[src/rtl/pong_pkg.sv]
// pong_pkg: shared definitions for the Pong engine.
//   - pong_state_e : FSM state encoding, also driven out on pong_core.state
//   - DEF_*        : default playfield geometry and timing
//   - clog2        : constant-function ceiling log2, never returns less than 1
package pong_pkg;

  typedef enum logic [1:0] {
    ST_IDLE  = 2'd0,
    ST_SERVE = 2'd1,
    ST_PLAY  = 2'd2,
    ST_OVER  = 2'd3
  } pong_state_e;

  localparam int DEF_SCREEN_W    = 640;
  localparam int DEF_SCREEN_H    = 480;
  localparam int DEF_BALL_SIZE   = 10;
  localparam int DEF_PADDLE_W    = 10;
  localparam int DEF_PADDLE_H    = 60;
  localparam int DEF_BALL_SPEED  = 2;
  localparam int DEF_PADDLE_SPD  = 2;
  localparam int DEF_TICK_DIV    = 16;
  localparam int DEF_SERVE_TICKS = 32;
  localparam int DEF_SCORE_W     = 4;
  localparam int DEF_WIN_SCORE   = 9;

  // Width needed to hold values 0..v-1; at least 1 so counters stay legal.
  function automatic int clog2(input int v);
    int r;
    for (r = 0; (1 << r) < v; r++) begin
    end
    return (r < 1) ? 1 : r;
  endfunction

endpackage

[src/rtl/pong_paddle.sv]
// pong_paddle: one paddle's vertical position register.
//   clk, rst : system clock, async active-high reset (paddle recentres)
//   tick     : movement enable pulse
//   en       : paddle may move in the current game state
//   up, dn   : move request; up wins when both are set
//   y        : paddle top edge, clamped to [0, SCREEN_H-PADDLE_H]
module pong_paddle #(
  parameter int SCREEN_H     = 480,
  parameter int PADDLE_H     = 60,
  parameter int PADDLE_SPEED = 2
) (
  input  logic       clk,
  input  logic       rst,
  input  logic       tick,
  input  logic       en,
  input  logic       up,
  input  logic       dn,
  output logic [9:0] y
);

  localparam logic [10:0] Y_MAX = 11'(SCREEN_H - PADDLE_H);
  localparam logic [10:0] Y_RST = 11'((SCREEN_H - PADDLE_H) / 2);
  localparam logic [10:0] SPD   = 11'(PADDLE_SPEED);

  // 11-bit view so the saturation tests cannot wrap at 0 or 1023.
  logic [10:0] y_ext;
  assign y_ext = {1'b0, y};

  always_ff @(posedge clk or posedge rst) begin
    if (rst) begin
      y <= 10'(Y_RST);
    end else if (tick && en) begin
      if (up)
        y <= (y_ext <= SPD) ? 10'd0 : 10'(y_ext - SPD);
      else if (dn)
        y <= (y_ext + SPD >= Y_MAX) ? 10'(Y_MAX) : 10'(y_ext + SPD);
    end
  end

endmodule

[src/rtl/pong_core.sv]
// pong_core: two-player Pong engine (ball, paddles, scoring, game FSM).
//   clk, rst              : system clock, async active-high reset
//   p1_up/p1_dn           : player 1 buttons
//   p2_up/p2_dn           : player 2 buttons, ignored when p2_auto=1
//   p2_auto               : player 2 follows the ball
//   serve                 : start/restart request, level-sampled
//   ball_x/ball_y         : ball top-left corner
//   p1_y/p2_y             : paddle top edges
//   ball_dir_x/ball_dir_y : 1 = moving right/down
//   score_p1/score_p2     : scores
//   state                 : IDLE=0 SERVE=1 PLAY=2 OVER=3
//   point                 : one-cycle pulse alongside a score change
//   tick                  : one-cycle movement enable
// All motion is gated by the registered tick, so every position/score
// update lands the cycle after tick=1.
module pong_core
  import pong_pkg::*;
#(
  parameter int SCREEN_W     = DEF_SCREEN_W,
  parameter int SCREEN_H     = DEF_SCREEN_H,
  parameter int BALL_SIZE    = DEF_BALL_SIZE,
  parameter int PADDLE_W     = DEF_PADDLE_W,
  parameter int PADDLE_H     = DEF_PADDLE_H,
  parameter int BALL_SPEED   = DEF_BALL_SPEED,
  parameter int PADDLE_SPEED = DEF_PADDLE_SPD,
  parameter int TICK_DIV     = DEF_TICK_DIV,
  parameter int SERVE_TICKS  = DEF_SERVE_TICKS,
  parameter int SCORE_W      = DEF_SCORE_W,
  parameter int WIN_SCORE    = DEF_WIN_SCORE
) (
  input  logic               clk,
  input  logic               rst,
  input  logic               p1_up,
  input  logic               p1_dn,
  input  logic               p2_up,
  input  logic               p2_dn,
  input  logic               p2_auto,
  input  logic               serve,
  output logic [9:0]         ball_x,
  output logic [9:0]         ball_y,
  output logic [9:0]         p1_y,
  output logic [9:0]         p2_y,
  output logic               ball_dir_x,
  output logic               ball_dir_y,
  output logic [SCORE_W-1:0] score_p1,
  output logic [SCORE_W-1:0] score_p2,
  output logic [1:0]         state,
  output logic               point,
  output logic               tick
);

  localparam int SC_W = clog2(SERVE_TICKS + 1);

  localparam logic [10:0] SW   = 11'(SCREEN_W);
  localparam logic [10:0] SH   = 11'(SCREEN_H);
  localparam logic [10:0] BS   = 11'(BALL_SIZE);
  localparam logic [10:0] PW   = 11'(PADDLE_W);
  localparam logic [10:0] PH   = 11'(PADDLE_H);
  localparam logic [10:0] BSPD = 11'(BALL_SPEED);
  localparam logic [9:0]  CX   = 10'(SCREEN_W / 2);
  localparam logic [9:0]  CY   = 10'(SCREEN_H / 2);

  localparam logic [TICK_DIV-1:0] TICK_PRE  = TICK_DIV'((1 << TICK_DIV) - 2);
  localparam logic [SC_W-1:0]     SERVE_LD  = SC_W'(SERVE_TICKS);
  localparam logic [SCORE_W-1:0]  WIN       = SCORE_W'(WIN_SCORE);

  pong_state_e         st;
  logic [TICK_DIV-1:0] tick_cnt;
  logic [SC_W-1:0]     serve_cnt;

  assign state = st;

  // Tick is registered: it is raised while the counter sits at all-ones.
  always_ff @(posedge clk or posedge rst) begin
    if (rst) begin
      tick_cnt <= '0;
      tick     <= 1'b0;
    end else begin
      tick_cnt <= tick_cnt + 1'b1;
      tick     <= (tick_cnt == TICK_PRE);
    end
  end

  // ---------------------------------------------------------------------
  // Next ball position for a PLAY tick. Uses pre-tick paddle positions.
  // ---------------------------------------------------------------------
  logic [10:0] bx, by, p1e, p2e;
  logic [9:0]  nx, ny;
  logic        ndx, ndy, miss_l, miss_r;

  assign bx  = {1'b0, ball_x};
  assign by  = {1'b0, ball_y};
  assign p1e = {1'b0, p1_y};
  assign p2e = {1'b0, p2_y};

  always_comb begin
    ny     = ball_y;
    ndy    = ball_dir_y;
    nx     = ball_x;
    ndx    = ball_dir_x;
    miss_l = 1'b0;
    miss_r = 1'b0;

    if (ball_dir_y) begin
      if (by + BS + BSPD >= SH) begin
        ny  = 10'(SH - BS);
        ndy = 1'b0;
      end else begin
        ny = 10'(by + BSPD);
      end
    end else begin
      if (by <= BSPD) begin
        ny  = 10'd0;
        ndy = 1'b1;
      end else begin
        ny = 10'(by - BSPD);
      end
    end

    if (!ball_dir_x) begin
      if (bx <= PW + BSPD) begin
        if (by + BS > p1e && by < p1e + PH) begin
          nx  = 10'(PW);
          ndx = 1'b1;
        end else begin
          miss_l = 1'b1;
        end
      end else begin
        nx = 10'(bx - BSPD);
      end
    end else begin
      if (bx + BS + BSPD >= SW - PW) begin
        if (by + BS > p2e && by < p2e + PH) begin
          nx  = 10'(SW - PW - BS);
          ndx = 1'b0;
        end else begin
          miss_r = 1'b1;
        end
      end else begin
        nx = 10'(bx + BSPD);
      end
    end
  end

  logic [SCORE_W-1:0] s1_inc, s2_inc;
  assign s1_inc = score_p1 + 1'b1;
  assign s2_inc = score_p2 + 1'b1;

  // ---------------------------------------------------------------------
  // Game FSM, ball and score registers
  // ---------------------------------------------------------------------
  always_ff @(posedge clk or posedge rst) begin
    if (rst) begin
      st         <= ST_IDLE;
      serve_cnt  <= '0;
      ball_x     <= CX;
      ball_y     <= CY;
      ball_dir_x <= 1'b1;
      ball_dir_y <= 1'b1;
      score_p1   <= '0;
      score_p2   <= '0;
      point      <= 1'b0;
    end else begin
      point <= 1'b0;
      case (st)
        ST_IDLE: begin
          if (serve) begin
            st        <= ST_SERVE;
            serve_cnt <= SERVE_LD;
          end
        end
        ST_SERVE: begin
          ball_x <= CX;
          ball_y <= CY;
          if (tick) begin
            // <=1 also covers a zero-length serve instead of underflowing
            if (serve_cnt <= SC_W'(1)) begin
              serve_cnt <= '0;
              st        <= ST_PLAY;
            end else begin
              serve_cnt <= serve_cnt - 1'b1;
            end
          end
        end
        ST_PLAY: begin
          if (tick) begin
            ball_y     <= ny;
            ball_dir_y <= ndy;
            if (miss_l) begin
              // P1 missed: P2 scores, ball recentres heading toward P2
              score_p2   <= s2_inc;
              point      <= 1'b1;
              ball_x     <= CX;
              ball_y     <= CY;
              ball_dir_x <= 1'b1;
              serve_cnt  <= SERVE_LD;
              st         <= (s2_inc == WIN) ? ST_OVER : ST_SERVE;
            end else if (miss_r) begin
              score_p1   <= s1_inc;
              point      <= 1'b1;
              ball_x     <= CX;
              ball_y     <= CY;
              ball_dir_x <= 1'b0;
              serve_cnt  <= SERVE_LD;
              st         <= (s1_inc == WIN) ? ST_OVER : ST_SERVE;
            end else begin
              ball_x     <= nx;
              ball_dir_x <= ndx;
            end
          end
        end
        ST_OVER: begin
          ball_x <= CX;
          ball_y <= CY;
          if (serve) begin
            score_p1  <= '0;
            score_p2  <= '0;
            serve_cnt <= SERVE_LD;
            st        <= ST_SERVE;
          end
        end
        default: st <= ST_IDLE;
      endcase
    end
  end

  // ---------------------------------------------------------------------
  // Paddles
  // ---------------------------------------------------------------------
  logic        pad_en;
  logic [10:0] ball_c, p2_c;
  logic        p2_up_req, p2_dn_req;

  assign pad_en = (st == ST_SERVE) || (st == ST_PLAY);

  // Auto mode compares centres; equal centres hold still.
  assign ball_c    = by + 11'(BALL_SIZE / 2);
  assign p2_c      = p2e + 11'(PADDLE_H / 2);
  assign p2_up_req = p2_auto ? (ball_c < p2_c) : p2_up;
  assign p2_dn_req = p2_auto ? (ball_c > p2_c) : p2_dn;

  pong_paddle #(
    .SCREEN_H    (SCREEN_H),
    .PADDLE_H    (PADDLE_H),
    .PADDLE_SPEED(PADDLE_SPEED)
  ) u_pad1 (
    .clk (clk),
    .rst (rst),
    .tick(tick),
    .en  (pad_en),
    .up  (p1_up),
    .dn  (p1_dn),
    .y   (p1_y)
  );

  pong_paddle #(
    .SCREEN_H    (SCREEN_H),
    .PADDLE_H    (PADDLE_H),
    .PADDLE_SPEED(PADDLE_SPEED)
  ) u_pad2 (
    .clk (clk),
    .rst (rst),
    .tick(tick),
    .en  (pad_en),
    .up  (p2_up_req),
    .dn  (p2_dn_req),
    .y   (p2_y)
  );

endmodule

[config.mk]
export PLATFORM = sky130hd
export DESIGN_NAME = pong_core
export DESIGN_NICKNAME = d
export VERILOG_FILES = /design/src/rtl/pong_pkg.sv /design/src/rtl/pong_paddle.sv /design/src/rtl/pong_core.sv
export SDC_FILE = /design/constraint.sdc
export NUM_CORES = 1
export LEC_CHECK = 0
export CAP_MARGIN = 10
export CORE_MARGIN = 10
export CORE_UTILIZATION = 65
export CTS_CLUSTER_DIAMETER = 120
export DETAILED_ROUTE_END_ITERATION = 8
export HOLD_SLACK_MARGIN = 0.03
export PLACE_DENSITY = 0.87
export SKIP_LAST_GASP = 1
export SYNTH_ARGS = -nofsm -noshare
export SYNTH_HDL_FRONTEND = slang
export SYNTH_SLANG_ARGS = --single-unit
[constraint.sdc]
create_clock -name clk -period 7.3 [get_ports clk]
set_input_delay 1.095 -clock clk [delete_from_list [all_inputs] [get_ports clk]]
set_output_delay 1.095 -clock clk [all_outputs]
set_load 0.005 [all_outputs]
==> flow_summary.toml, run 1 <==
[detailed_routing]
wirelength_um = 20400
ant_nets = 0
drc = 0
vias_per_cell = 6.69
wl_per_cell_um = 18.8
via_count = 7252
drtIter0Drc = 862
detail_route.first_pass.iterations = 8

[placed_design]
portBuffers = 57
placedCellCount = 1068
pre_cts_ws_ps = 2730
dpl_cell_area_um2 = 7950
dp_hpwl_um = 14300
gp_congestion = 0.938

[sta]
fin_ws_ps = 2570
max_slew_margin_pct = 37.0
setup_viol = 0
tightest_slew_ps = 942
fin_crit_ps = 4730
holdWs_ps = 466
fin_skew_ps = 10.9
hold_viol_final = 0
rsz0062_at_grt = "false"
setup_tns_ps = 0
slew_violations = 0
final.period_utilization_pct = 64.8
fmax_mhz = 211

[worst_setup_path]
cp.arrival_ps = 4960
path_class = "reg -> reg"
worstSetupEndpointType = "register"
crit_path_max_fanout = 21
worst-endpoint-required_ps = 7530
startpoint_type = "register"

[yosys]
syn_area_um2 = 7410
ys_warn_count = 0
async_reset_ff_share_pct = 100
synth_edf_count = 0
syn_inst = 918
seq_area_frac_synth_pct = 24.6
synth_cell_type_count = 88
synth-seq-cells = 72
syn_avg_cell_area_um2 = 8.08
yosys_most_used_dff = "dfrtp_1"

[global_routing]
grt_pass1_vias = 6776
antenna_found_initial = 0
overflow = 0
track_usage_pct = 24.3
grt_start_max_net_pins = 73
grt_pass1_wl_um = 33400

[floorplan]
core_um2 = 11000
dieArea_um2 = 16100
die_x_um = 127
pin_count = 62
dieHeight_um = 127
initial_utilization_pct = 67.5
fp-row-count = 38

[cts]
post-cts-setup-buffers = 0
ctsHoldBuffers = 0
clock_latency_ps = 350
cts_root_buf = "clkbuf_16"
clock_tree.buffer_depth = 2
clkSinkCount = 72
path_clk_slew_ps = 60
numCtsBuffers = 9
htreeDepth = 3
cts_resized = 0
cts_tree = "yes"

[final_layout]
mostFrequentLayoutCells = "nand2_1, ha_1, nor2_1, clkdlybuf4s50_1, dfrtp_1"
fin_area_um2 = 8310
fin_cells = 1084
synthToLayoutAreaGrowth_pct = 12.1
antenna_cells = 0
drive_gt1_share_pct = 7.84
final_common_cell = "nand2_1"
nets = 1031
utilization_pct = 75.6

[pwr]
power.switching_mw = 1.05
pwr-share-seq_pct = 26.0
ir_worst_vdd_mv = 0.292
clockPowerShare_pct = 22.5
switching_share_pct = 44.2
total_power_mw = 2.37
p_leak_nw = 3.48
combPwrFrac_pct = 51.5
powerDensity_nw_per_um2 = 285
p_int_mw = 1.32

[hold_path]
holdCritPathClass = "reg -> reg"

[flow_run]
max_cap_violations = 0

[status]
status = "completed"
==> worst paths after layout <==
| path | from | endpoint | slack [ps] | cells past startpoint |
|---|---|---|---|---|
| max in group asynchronous | rst | ball_x[2] | 5330 | 3 |
| min | tick_cnt[13] | tick_cnt[13] | 470 | 1 |
| min reg2reg | tick_cnt[13] | tick_cnt[13] | 470 | 1 |
| max | ball_y[1] | serve_cnt[1] | 2570 | 13 |
| min in group asynchronous | rst | state[0] | 1360 | 3 |
| max reg2reg | ball_y[1] | serve_cnt[1] | 2570 | 13 |
==> registers in the layout, summed over array words and instances (netlist names) <==
name and count:
point 1, score_p2 4, ball_x 9, u_pad1.y 9, ball_dir_y 1, ball_dir_x 1
u_pad2.y 9, serve_cnt 6, score_p1 4, tick_cnt 16, state 2, ball_y 9
tick 1
==> synthesized netlist by cell type, types with 6 or more instances <==
library cell,number,area [um^2]
buf_2,12,60.1
xnor2_1,42,368
nand2b_1,11,68.8
o22ai_1,15,93.8
clkbuf_1,29,109
o21ai_0,46,230
o2111ai_1,12,105
inv_1,42,158
nor4_1,11,68.8
and3_1,14,87.6
nand3_1,35,175
and2_1,8,50.1
a21oi_1,51,255
dfrtp_1,56,1400
a31oi_1,10,62.6
nor2_1,83,312
nand2_1,90,338
o211ai_1,11,82.6
mux2i_1,8,80.1
dfstp_2,16,420
nand4_1,13,81.3
o21a_1,7,52.6
a21o_1,11,82.6
ha_1,84,1050
nor3_1,32,160
a211oi_1,8,60.1
or2_2,10,62.6
xor2_1,17,149
o31ai_1,6,45.0
==> worst max-delay path: stages (launching register included) <==
cell and delay, ps:
dfrtp_1 800, ha_1 460, nor2_1 150, nor3_1 580
xor2_1 260, ha_1 280, and3_1 200, a221oi_1 230
o31a_1 170, o21bai_1 130, a221oi_4 550, o21ai_4 170
a21oi_2 260, mux2_2 370
==> cell type report <==
| type | count | area, um^2 |
|---|---|---|
| Clock inverter | 6 | 115 |
| Tap cell | 140 | 175 |
| Inverter | 47 | 176 |
| Clock buffer | 10 | 239 |
| Timing Repair Buffer | 59 | 586 |
| Fill cell | 811 | 2680 |
| Multi-Input combinational cell | 750 | 5190 |
| Sequential cell | 72 | 1820 |
==> logic make-up (layout without fill, tap and decap cells) <==
kind of cell	count (synthesis)	in the layout	share of synthesized area (%)
AND/OR/NAND/NOR	347	347	23.8
flip-flops	72	72	24.6
buffers and inverters	99	122	5.50
XOR/XNOR	59	59	6.97
adder cells (fa/ha/maj)	84	84	14.2
other	1	4	0.0506
multiplexers	9	9	1.23
AO/OA/AOI/OAI	247	247	23.7
==> layer usage <==
layer  vias to the layer above  global-route usage [%]  share of wire [%]
met5                         -                       0                  0
met4                         0                    10.2                2.7
met3                        64                    4.29                7.7
met2                       382                    40.3                 48
met1                      3405                    30.5                 42
li1                       3401                       -                  -
==> power groups by stage <==
stage | clock (mW) | sequential [mW] | combinational (mW)
floorplan | 0 | 0.540 | 0.908
global placement | 0 | 0.611 | 1.14
detailed placement | 0 | 0.615 | 1.18
CTS | 0.537 | 0.610 | 1.20
global route | 0.548 | 0.630 | 1.34
finish | 0.534 | 0.616 | 1.22
No activity file was read; power rests on OpenSTA's default activity.
==> run 2: changes to the inputs <==
CORE_UTILIZATION = 54   (was 65)
PLACE_DENSITY = 0.77   (was 0.87)
clock period = 3.8 ns   (was 7.3 ns; I/O delays follow)
==> flow_summary.toml, run 2 (synthesis results as in run 1) <==
[status]
status = "completed"

[global_routing]
antenna_found_initial = 0
overflow = 0
grt_pass1_vias = 6565
grt_start_max_net_pins = 46
track_usage_pct = 21.8
grt_pass1_wl_um = 33500

[placed_design]
gp_congestion = 0.947
dpl_cell_area_um2 = 8330
dp_hpwl_um = 15200
portBuffers = 57

[hold_path]
holdCritPathClass = "reg -> reg"

[cts]
cts_root_buf = "clkbuf_16"
clock_tree.buffer_depth = 2
path_clk_slew_ps = 60
htreeDepth = 3
numCtsBuffers = 9
clkSinkCount = 72
cts_tree = "yes"
clock_latency_ps = 350

[floorplan]
dieHeight_um = 137
die_x_um = 137
initial_utilization_pct = 55.5
fp-row-count = 42
pin_count = 62
dieArea_um2 = 18800
core_um2 = 13300

[sta]
fin_skew_ps = 6.87
slew_violations = 0
tightest_slew_ps = 770
fmax_mhz = 277
rsz0062_at_grt = "false"
setup_viol = 0
setup_tns_ps = 0
final.period_utilization_pct = 94.8
hold_viol_final = 0
fin_crit_ps = 3600
max_slew_margin_pct = 48.5

[worst_setup_path]
worst-endpoint-required_ps = 4030
crit_path_max_fanout = 7
worstSetupEndpointType = "register"
cp.arrival_ps = 3830
startpoint_type = "register"
path_class = "reg -> reg"

[final_layout]
antenna_cells = 0
fin_area_um2 = 8710
drive_gt1_share_pct = 12.7
fillers = 1172
largest_reg_flops = 16
top_register = "tick_cnt"
final_common_cell = "nand2_1"
mostFrequentLayoutCells = "nand2_1, ha_1, nor2_1, clkdlybuf4s50_1, dfrtp_1"
synthToLayoutAreaGrowth_pct = 17.4
nets = 1078

[pwr]
ir_worst_vdd_mv = 0.505
powerDensity_nw_per_um2 = 533
p_leak_nw = 3.70

[flow_run]
max_cap_violations = 0

[detailed_routing]
via_count = 7306
drc = 0
wirelength_um = 20900
ant_nets = 0
drtIter0Drc = 762
detail_route.first_pass.iterations = 8
wl_per_cell_um = 17.9
vias_per_cell = 6.26
run 2: changes by cell type in the layout (fill, tap and decap cells not counted), moves of 2 or more:
| cell | previous run | this run |
|---|---|---|
| nor3_1 | 32 | 30 |
| buf_4 | 2 | 48 |
| inv_6 | 1 | 3 |
| bufinv_16 | 3 | 1 |
run 2: stage by stage:
stage	hold WS (ps)	cells	total power [mW]	worst slack, ps	util [%]
after floorplan	434	921	2.79	2.00	-
after CTS	467	1163	4.56	129	64.8
final	465	1167	4.64	196	65.2
after global routing	496	1167	4.95	15.1	65.2
after global placement	448	1147	3.57	293	62.4
after detailed placement	455	1147	3.62	203	62.4
run 2: final timing paths:
kind	start	endpoint	slack, ps	cells after the start
worst max-delay path	ball_y[2]	serve_cnt[1]	200	14
worst min-delay path	tick_cnt[11]	tick_cnt[11]	460	1
worst max register to register	ball_y[2]	serve_cnt[1]	200	14
worst min register to register	tick_cnt[11]	tick_cnt[11]	460	1
max in group asynchronous	rst	u_pad2.y[9]	2660	3
min in group asynchronous	rst	point	610	3
run 2: cell type report:
class / count / area (um^2) / area share [%]
multi-input cells: 750 / 5230 / 60.1
flip-flops and latches: 72 / 1820 / 20.9
repair buffers: 106 / 942 / 10.8
clock buffers: 11 / 253 / 2.90
well taps: 176 / 220 / 2.53
inverters: 47 / 176 / 2.03
clock inverters: 5 / 61.3 / 0.704
run 2: what timing repair did:
| action | 4_1_cts | 5_1_grt |
|---|---|---|
| gates resized for setup | 0 | 8 |
| hold buffers | 0 | 0 |
| setup buffers | 0 | 4 |
| setup endpoints to repair | 0 | 17 |
| endpoints found under the hold margin | 0 | 0 |
run 2: layer usage:
metal | global-route usage (%) | up-vias | share of wire [%]
met3 | 4.81 | 47 | 7.8
met5 | 0 | - | 0
met1 | 28.5 | 3459 | 42
met4 | 5.62 | 0 | 1.6
met2 | 35.7 | 316 | 48
li1 | - | 3484 | -
run 2: critical path: stages, from the launching register on:
cell and delay, ps:
dfrtp_1 440, ha_2 270, a21oi_4 210, nor2_2 80, xor2_1 170, ha_1 300
a21o_1 190, a221oi_1 300, o31a_1 180, o21bai_1 150, a221oi_4 320, buf_4 200
o21ai_4 100, a21oi_2 220, mux2_2 350
run 2: where the power goes:
group          internal (mW)  switching [mW]
Sequential             0.893           0.174
Clock                  0.551           0.362
Combinational           1.15            1.50
Total                   2.60            2.04
==> run 3: changes to the inputs <==
ABC_CLOCK_PERIOD_IN_PS = 3900   (was default)
CORE_UTILIZATION = 60   (was 54)
PLACE_DENSITY = 0.81   (was 0.77)
clock period = 3.9 ns   (was 3.8 ns; I/O delays follow)
==> flow_summary.toml, run 3 (synthesis results as in run 1) <==
[cts]
cts_tree = "yes"
clock_tree.buffer_depth = 2
clock_latency_ps = 350
clkSinkCount = 72
cts_root_buf = "clkbuf_16"
path_clk_slew_ps = 60
htreeDepth = 3
numCtsBuffers = 9

[hold_path]
min_from = "tick_cnt[13]"
holdCritPathClass = "reg -> reg"
whs_path_depth = 1
hold_end = "tick_cnt[13]"

[sta]
setup_tns_ps = 0
hold_viol_final = 0
max_slew_margin_pct = 43.0
final.period_utilization_pct = 94.2
tightest_slew_ps = 853
rsz0062_at_grt = "false"
fin_skew_ps = 10.6
fin_crit_ps = 3670
holdWs_ps = 457
setup_viol = 0
fin_ws_ps = 228
slew_violations = 0
fmax_mhz = 272

[worst_setup_path]
cp.arrival_ps = 3880
worstSetupEndpointType = "register"
rr_startpoint = "ball_y[2]"
crit_path_max_fanout = 6
worst-r2r-cell-count = 14
startpoint_type = "register"
path_class = "reg -> reg"
worstReg2RegEnd = "score_p1[3]"
worst-endpoint-required_ps = 4110
regToRegSetupSlack_ps = 230

[final_layout]
final_common_cell = "nand2_1"
fin_area_um2 = 8560
largest_reg_flops = 16
fillers = 973
synthToLayoutAreaGrowth_pct = 15.4
antenna_cells = 0
mostFrequentLayoutCells = "nand2_1, ha_1, nor2_1, clkdlybuf4s50_1, dfrtp_1"
top_register = "tick_cnt"
drive_gt1_share_pct = 11.1
nets = 1068

[detailed_routing]
drtIter0Drc = 848
via_count = 7284
wl_per_cell_um = 17.4
wirelength_um = 20000
vias_per_cell = 6.34
ant_nets = 0
detail_route.first_pass.iterations = 6
drc = 0

[pwr]
switching_share_pct = 43.8
powerDensity_nw_per_um2 = 509
p_leak_nw = 3.63
power.switching_mw = 1.91
pwr-share-seq_pct = 24.2
ir_worst_vdd_mv = 0.490
combPwrFrac_pct = 56.8
total_power_mw = 4.35
clockPowerShare_pct = 19.0
p_int_mw = 2.45

[floorplan]
dieHeight_um = 131
core_um2 = 12100
die_x_um = 131
dieArea_um2 = 17200
initial_utilization_pct = 61.5
fp-row-count = 40
pin_count = 62

[global_routing]
grt_start_max_net_pins = 41
grt_pass1_vias = 6764
antenna_found_initial = 0
track_usage_pct = 22.7
grt_pass1_wl_um = 33300
overflow = 0

[placed_design]
pre_cts_ws_ps = 146
dpl_cell_area_um2 = 8270
gp_congestion = 0.994
portBuffers = 57
dp_hpwl_um = 15100

[flow_run]
max_cap_violations = 0

[status]
status = "completed"
[run 3: metrics by stage]
stage / std cells / util (%)
after detailed placement: 1133 / 68.5
after CTS: 1149 / 70.9
after global placement: 1133 / 68.5
after floorplan: 921 / -
final: 1149 / 70.9
after global routing: 1149 / 70.9
[run 3: how the worst max path moves through the flow]
| stage | start | endpoint | slack [ps] | cells after the start |
|---|---|---|---|---|
| finish | ball_y[2] | score_p1[3] | 230 | 14 |
| global placement | u_pad1.y[3] | ball_y[5] | 250 | 12 |
| CTS | u_pad1.y[3] | ball_y[5] | 130 | 12 |
| detailed placement | u_pad1.y[3] | ball_y[5] | 150 | 12 |
| global route | u_pad1.y[3] | ball_y[5] | 10 | 12 |
| floorplan | ball_y[1] | serve_cnt[1] | 30 | 14 |
[run 3: layer usage]
layer	GRT usage [%]	routed length [um]	vias to the layer above
li1	-	-	3483
met1	29.8	8600	3399
met2	35.2	9150	349
met3	4.42	1660	53
met4	10.1	575	0
met5	0	0	-
[run 3: power groups by stage]
stage          combinational (mW)  sequential, mW  clock [mW]
5_1_grt                      2.74            1.08       0.861
6_report                     2.47            1.05       0.825
2_1_floorplan                1.70            1.01           0
3_5_place_dp                 2.43            1.06           0
4_1_cts                      2.45            1.05       0.834
3_3_place_gp                 2.40            1.05           0
[run 3: final cells by class]
type	instances	area [um^2]	area share [%]
clock buffer	12	236	2.76
clock inverter	4	47.5	0.556
inverter	47	176	2.06
multi-input combinational	750	5200	60.8
sequential	72	1820	21.3
tap	168	210	2.46
timing repair buffer	96	863	10.1
[run 3: what timing repair did]
action	4_1_cts	5_1_grt
endpoints found under the setup margin	0	13
hold buffers	0	0
resized for setup	0	4
buffers inserted	0	0
[run 3: worst max-delay path: stages, from the launching register on]
cell,delay (ps)
dfrtp_1,420
ha_1,310
a21oi_2,290
nor2_1,110
xor2_1,210
ha_1,280
a21o_1,180
a221oi_1,280
o31a_1,170
o21bai_1,110
a221oi_4,370
buf_4,210
nand2_1,140
a221oi_1,350
mux2i_1,130
==> RTL edit 1, RTL diff (config.mk and constraints of run 2) <==
Reset style: synchronous (`rst`), changed in 3 clocked blocks. Comments in the files are not updated.
--- a/src/rtl/pong_paddle.sv
+++ b/src/rtl/pong_paddle.sv
@@ -26,7 +26,7 @@
   logic [10:0] y_ext;
   assign y_ext = {1'b0, y};
 
-  always_ff @(posedge clk or posedge rst) begin
+  always_ff @(posedge clk) begin
     if (rst) begin
       y <= 10'(Y_RST);
     end else if (tick && en) begin
--- a/src/rtl/pong_core.sv
+++ b/src/rtl/pong_core.sv
@@ -71,7 +71,7 @@
   assign state = st;
 
   // Tick is registered: it is raised while the counter sits at all-ones.
-  always_ff @(posedge clk or posedge rst) begin
+  always_ff @(posedge clk) begin
     if (rst) begin
       tick_cnt <= '0;
       tick     <= 1'b0;
@@ -149,7 +149,7 @@
   // ---------------------------------------------------------------------
   // Game FSM, ball and score registers
   // ---------------------------------------------------------------------
-  always_ff @(posedge clk or posedge rst) begin
+  always_ff @(posedge clk) begin
     if (rst) begin
       st         <= ST_IDLE;
       serve_cnt  <= '0;
Function: differs if rst is asserted again (counterexample within 4 cycles, from zero or initial values and one cycle with rst high); with rst held inactive, the same outputs for 10 cycles.
==> RTL edit 1 against run 2 <==
- die area down 4.8%
- sequential cell count unchanged
- setup slack improved by 0.046 ns
- cell area down 5.8%
- via count is 1.9% lower
- clock skew is 0.0042 ns higher
- routed wire length down 8.0%
- area after synthesis fell by 5.6%
Power is not compared: it rests on default switching activity, and its combinational part moved more than twofold at a synthesized area within 25%.
==> RTL edit 1: results (changes against run 2) <==
Critical path
  – Crit path DAT: 3.85 ns (+0.02 ns)
  – R2R setup slack: 0.24 ns (+0.05 ns)
  – RR Startpoint: u_pad2.y[2]
  – Maximum fanout along the worst path: 5 (-2)

Synth
  – Sequential share of the synthesized area: 20.60% (-4.0 points)
  – Synth area leaders: dfxtp_1 21%, ha_1 15%, xnor2_1 4.9%, nor2_1 4.5%, o21ai_0 4.4%
  – Asr flop ratio synth: 0% (-100 points)
  – Cell variety after synth: 77 (-13%)
  – Mux cell area share after synthesis: 0.7154% (-0.52 points)
  – Ys flop type: dfxtp_1

Routing
  – Pre-antenna DRT Iters: 6 (-2)
  – Via count: 7168 (-1.9%)
  – WL per Instance: 16.46 um (-8.1%)

Cells and area
  – Non-Filler Instances: 1168 (+0.086%)
  – Clock network area share: 3.966% (+0.36 points)
  – Inverters: 51 (+8.5%)
  – Reg area: 1441 sq um (-21%)

STA
  – Worst rel slew slack: 60.81% (+12 points)
  – WHS: 0.4692 ns (+0.004629 ns)
  – Final Skew: 0.01108 ns (+0.004210 ns)

Status
  – Outcome: complete, no violations

Placement
  – Placement Setup Slack: 0.2870 ns (+0.08368 ns)
  – RePlAce Congestion: 0.9218 (-2.7%)

Worst hold path
  – Worst hold start: tick_cnt[15]
  – WHS Path Cells: 2 (+1)

Global route
  – Total track usage: 21.14% (-0.69 points)
RTL edit 1: cell count changes after synthesis, sizes merged, moves of 10 or more:
cell	change
nand2	-10
o21ai	+12
dfxtp	+72
dfrtp	-56
dfstp	-16
RTL edit 1: layer usage:
metal / track usage [%] / up-vias / wire (um)
li1: - / 3524 / -
met1: 27.38 / 3338 / 8634
met2: 33.62 / 266 / 8855
met3: 4.406 / 40 / 1346
met4: 8.222 / 0 / 393
met5: 0 / - / 0
RTL edit 1: worst max-delay path: stages, from the launching register on:
cell and delay (ns):
dfxtp_1 0.41, inv_1 0.15, ha_1 0.28, a21oi_1 0.19, nand2_1 0.09, xnor2_1 0.15, ha_1 0.29, o211ai_1 0.09
a221o_1 0.35, a31oi_1 0.42, o2111ai_2 0.19, or2_1 0.30, or4_1 0.49, nand3_1 0.09
RTL edit 1: where the power goes:
| group | leakage (nW) | switching, mW | internal (mW) |
|---|---|---|---|
| combinational | 2.57 | 0.696 | 0.490 |
| sequential | 0.583 | 0.0679 | 0.818 |
| clock | 0.161 | 0.366 | 0.582 |
| total | 3.31 | 1.13 | 1.89 |
RTL edit 1: worst max path at each step:
stage / start / end / slack, ns / cells after the start
final: u_pad2.y[2] / score_p1[3] / 0.24 / 13
after detailed placement: ball_y[3] / score_p2[3] / 0.29 / 14
after global placement: u_pad2.y[2] / score_p1[3] / 0.34 / 13
after floorplan: ball_y[4] / score_p1[3] / 0.29 / 15
after global routing: u_pad2.y[2] / score_p1[3] / 0.07 / 13
after CTS: ball_y[3] / score_p2[3] / 0.27 / 14
RTL edit 1: logic make-up (layout without fill, tap and decap cells):
logic type,Yosys count,after routing
mux,5,5
buf+inv,105,167
other cells,1,4
xor+xnor,60,60
flops,72,72
simple gates,331,331
compound gates,273,273
fa+ha+maj,84,84
==> RTL edit 2, RTL diff (flow settings as in run 2) <==
Made on the original files. `DEF_TICK_DIV`: 16 -> 18.
--- a/src/rtl/pong_pkg.sv
+++ b/src/rtl/pong_pkg.sv
@@ -18,7 +18,7 @@
   localparam int DEF_PADDLE_H    = 60;
   localparam int DEF_BALL_SPEED  = 2;
   localparam int DEF_PADDLE_SPD  = 2;
-  localparam int DEF_TICK_DIV    = 16;
+  localparam int DEF_TICK_DIV    = 18;
   localparam int DEF_SERVE_TICKS = 32;
   localparam int DEF_SCORE_W     = 4;
   localparam int DEF_WIN_SCORE   = 9;
Formal check against the unedited RTL: no difference found for any inputs over 10 cycles, from zero or initial values and one cycle with rst high; that may be too few to reach the edited logic, so the function may still have changed.
==> RTL edit 2 against run 2 <==
- largest cell class unchanged
- core utilization decreased by 0.64 points
- critical path depth fell by 1
- via count decreased by 2.4%
- die area is essentially flat
- setup slack worse by 0.022 ns
- sequential cell count is 2 higher
- area after synthesis up 0.12%
- cell area shrank 0.98%
- routed wire length is 3.3% lower
Power is not compared: it rests on default switching activity, and its combinational part moved more than twofold at a synthesized area within 25%.
==> RTL edit 2: results (changes against run 2) <==
Worst hold path
  – Worst Hold End: tick_cnt[7]
  – Worst hold start: tick_cnt[7]
  – Hold Path Class: reg2reg

Critical path
  – Crit path DAT: 3.86 ns (+0.03 ns)
  – Critical Path Source: ball_y[4]
  – Maximum fanout along the worst path: 10 (+3)
  – R2R setup slack: 0.17 ns (-0.02 ns)
  – Setup crit end: state[1]
  – Worst r2r path cells: 13 (-1)
  – CP max stage delay: 0.59 ns (+0.15 ns)
  – CP max-delay cell: dfstp_2
  – Top Family by Delay on Critical Path: simple AND/OR/NAND/NOR gates

Cells and area
  – Antenna Cells: 0 (unchanged)
  – Share of post-route cells with drive strength above 1: 9.928% (-2.8 points)
  – Reg area: 1872 sq um (+2.7%)
  – Clock network area share: 3.599% (-0.0079 points)
  – Multi-input gates: 726 (-3.2%)
  – Max FFs per register: 18 (+2)
  – Layout clock buffer count: 9 (-2)
  – Bufs w/o clock: 92 (-13%)
  – Buffer share of cell area: 9.666% (-1.2 points)
  – Fraction of area in multi-input gates: 59.88% (-0.21 points)
  – Final core occ: 64.59% (-0.64 points)
  – Fill count: 1182 (+0.85%)
  – Inverters: 59 (+26%)

Clock tree
  – Clk sinks: 74 (+2.8%)
  – Root Driver: clkbuf_16
  – Clock slew at reported path FFs: 0.07 ns

Synth
  – Asr flop ratio synth: 100.0% (unchanged)
  – Cell variety after synth: 87 (-1.1%)
  – Synth area leaders: dfrtp_1 20%, ha_1 14%, xnor2_1 6.0%, dfstp_2 5.7%, nand2_1 4.0%
  – Sequential share of the synthesized area: 25.22% (+0.65 points)
  – Post-Syn Instances: 903 (-1.6%)
  – Top cells by count, synth: 84 x ha_1, 80 x nand2_1, 71 x nor2_1
  – Leading area contributor after synthesis: dfrtp_1
  – Yosys warning count: 0 (unchanged)

Placement
  – Placement Setup Slack: 0.1097 ns (-0.09361 ns)
  – IO Port Bufs: 57 (unchanged)
  – Post-DP HPWL: 14950 um (-1.9%)
  – RePlAce Congestion: 0.9389 (-0.89%)
  – Placed Area: 8258 sq um (-0.92%)
  – Placed Cells: 1126 (-1.8%)

Status
  – Outcome: complete, no violations

STA
  – WHS: 0.4634 ns (-0.001188 ns)
  – Worst rel slew slack: 51.78% (+3.3 points)
  – Final Skew: 0.006339 ns (-0.0005313 ns)
  – Highest Clock Rate: 0.2758 GHz (-0.61%)

Global route
  – Pin count of the biggest net entering global routing: 34 (-26%)
  – Total track usage: 21.45% (-0.38 points)
  – Vias in the first global route: 6524 (-0.62%)
  – Global-route wire length before repair: 33330 um (-0.45%)

Routing
  – WL final: 20220 um (-3.3%)
  – DR iter-0 viols: 789 (+3.5%)
  – WL per Instance: 17.69 um (-1.3%)
  – Pre-antenna DRT Iters: 5 (-3)
  – Via count: 7132 (-2.4%)

Pwr
  – Logic pwr share: 12.5%

Floorplan
  – DIE AREA: 18830 sq um (about the same)
==> RTL edit 2: changes by cell type in the layout (fill, tap and decap cells not counted), sizes merged, moves of 7 or more <==
cell / run 2 / this run
inv: 48 / 56
nor2: 84 / 71
nor3: 33 / 26
nand3: 35 / 44
buf: 49 / 35
a21oi: 53 / 46
xnor2: 42 / 51
or2: 11 / 4
o2111ai: 12 / 3
a22o: 3 / 11
nand2: 91 / 80
==> RTL edit 2: per-layer routing <==
layer  GRT usage, %  vias to the layer above  part of all wire, %
met5              0                        -                    0
met4          5.972                        0                  1.4
met3          4.261                       29                  8.5
met2          33.93                      315                   47
met1          29.12                     3346                   43
li1               -                     3442                    -
==> RTL edit 2: cell families after synthesis <==
family	share of synthesized area, %
and+or+nand+nor	21.29
AOI/OAI and AO/OA	24.51
buffers and inverters	5.984
adders and majority gates	14.16
DFF	25.22
xor gates and xnor gates	7.552
muxes	1.231
other	0.05052
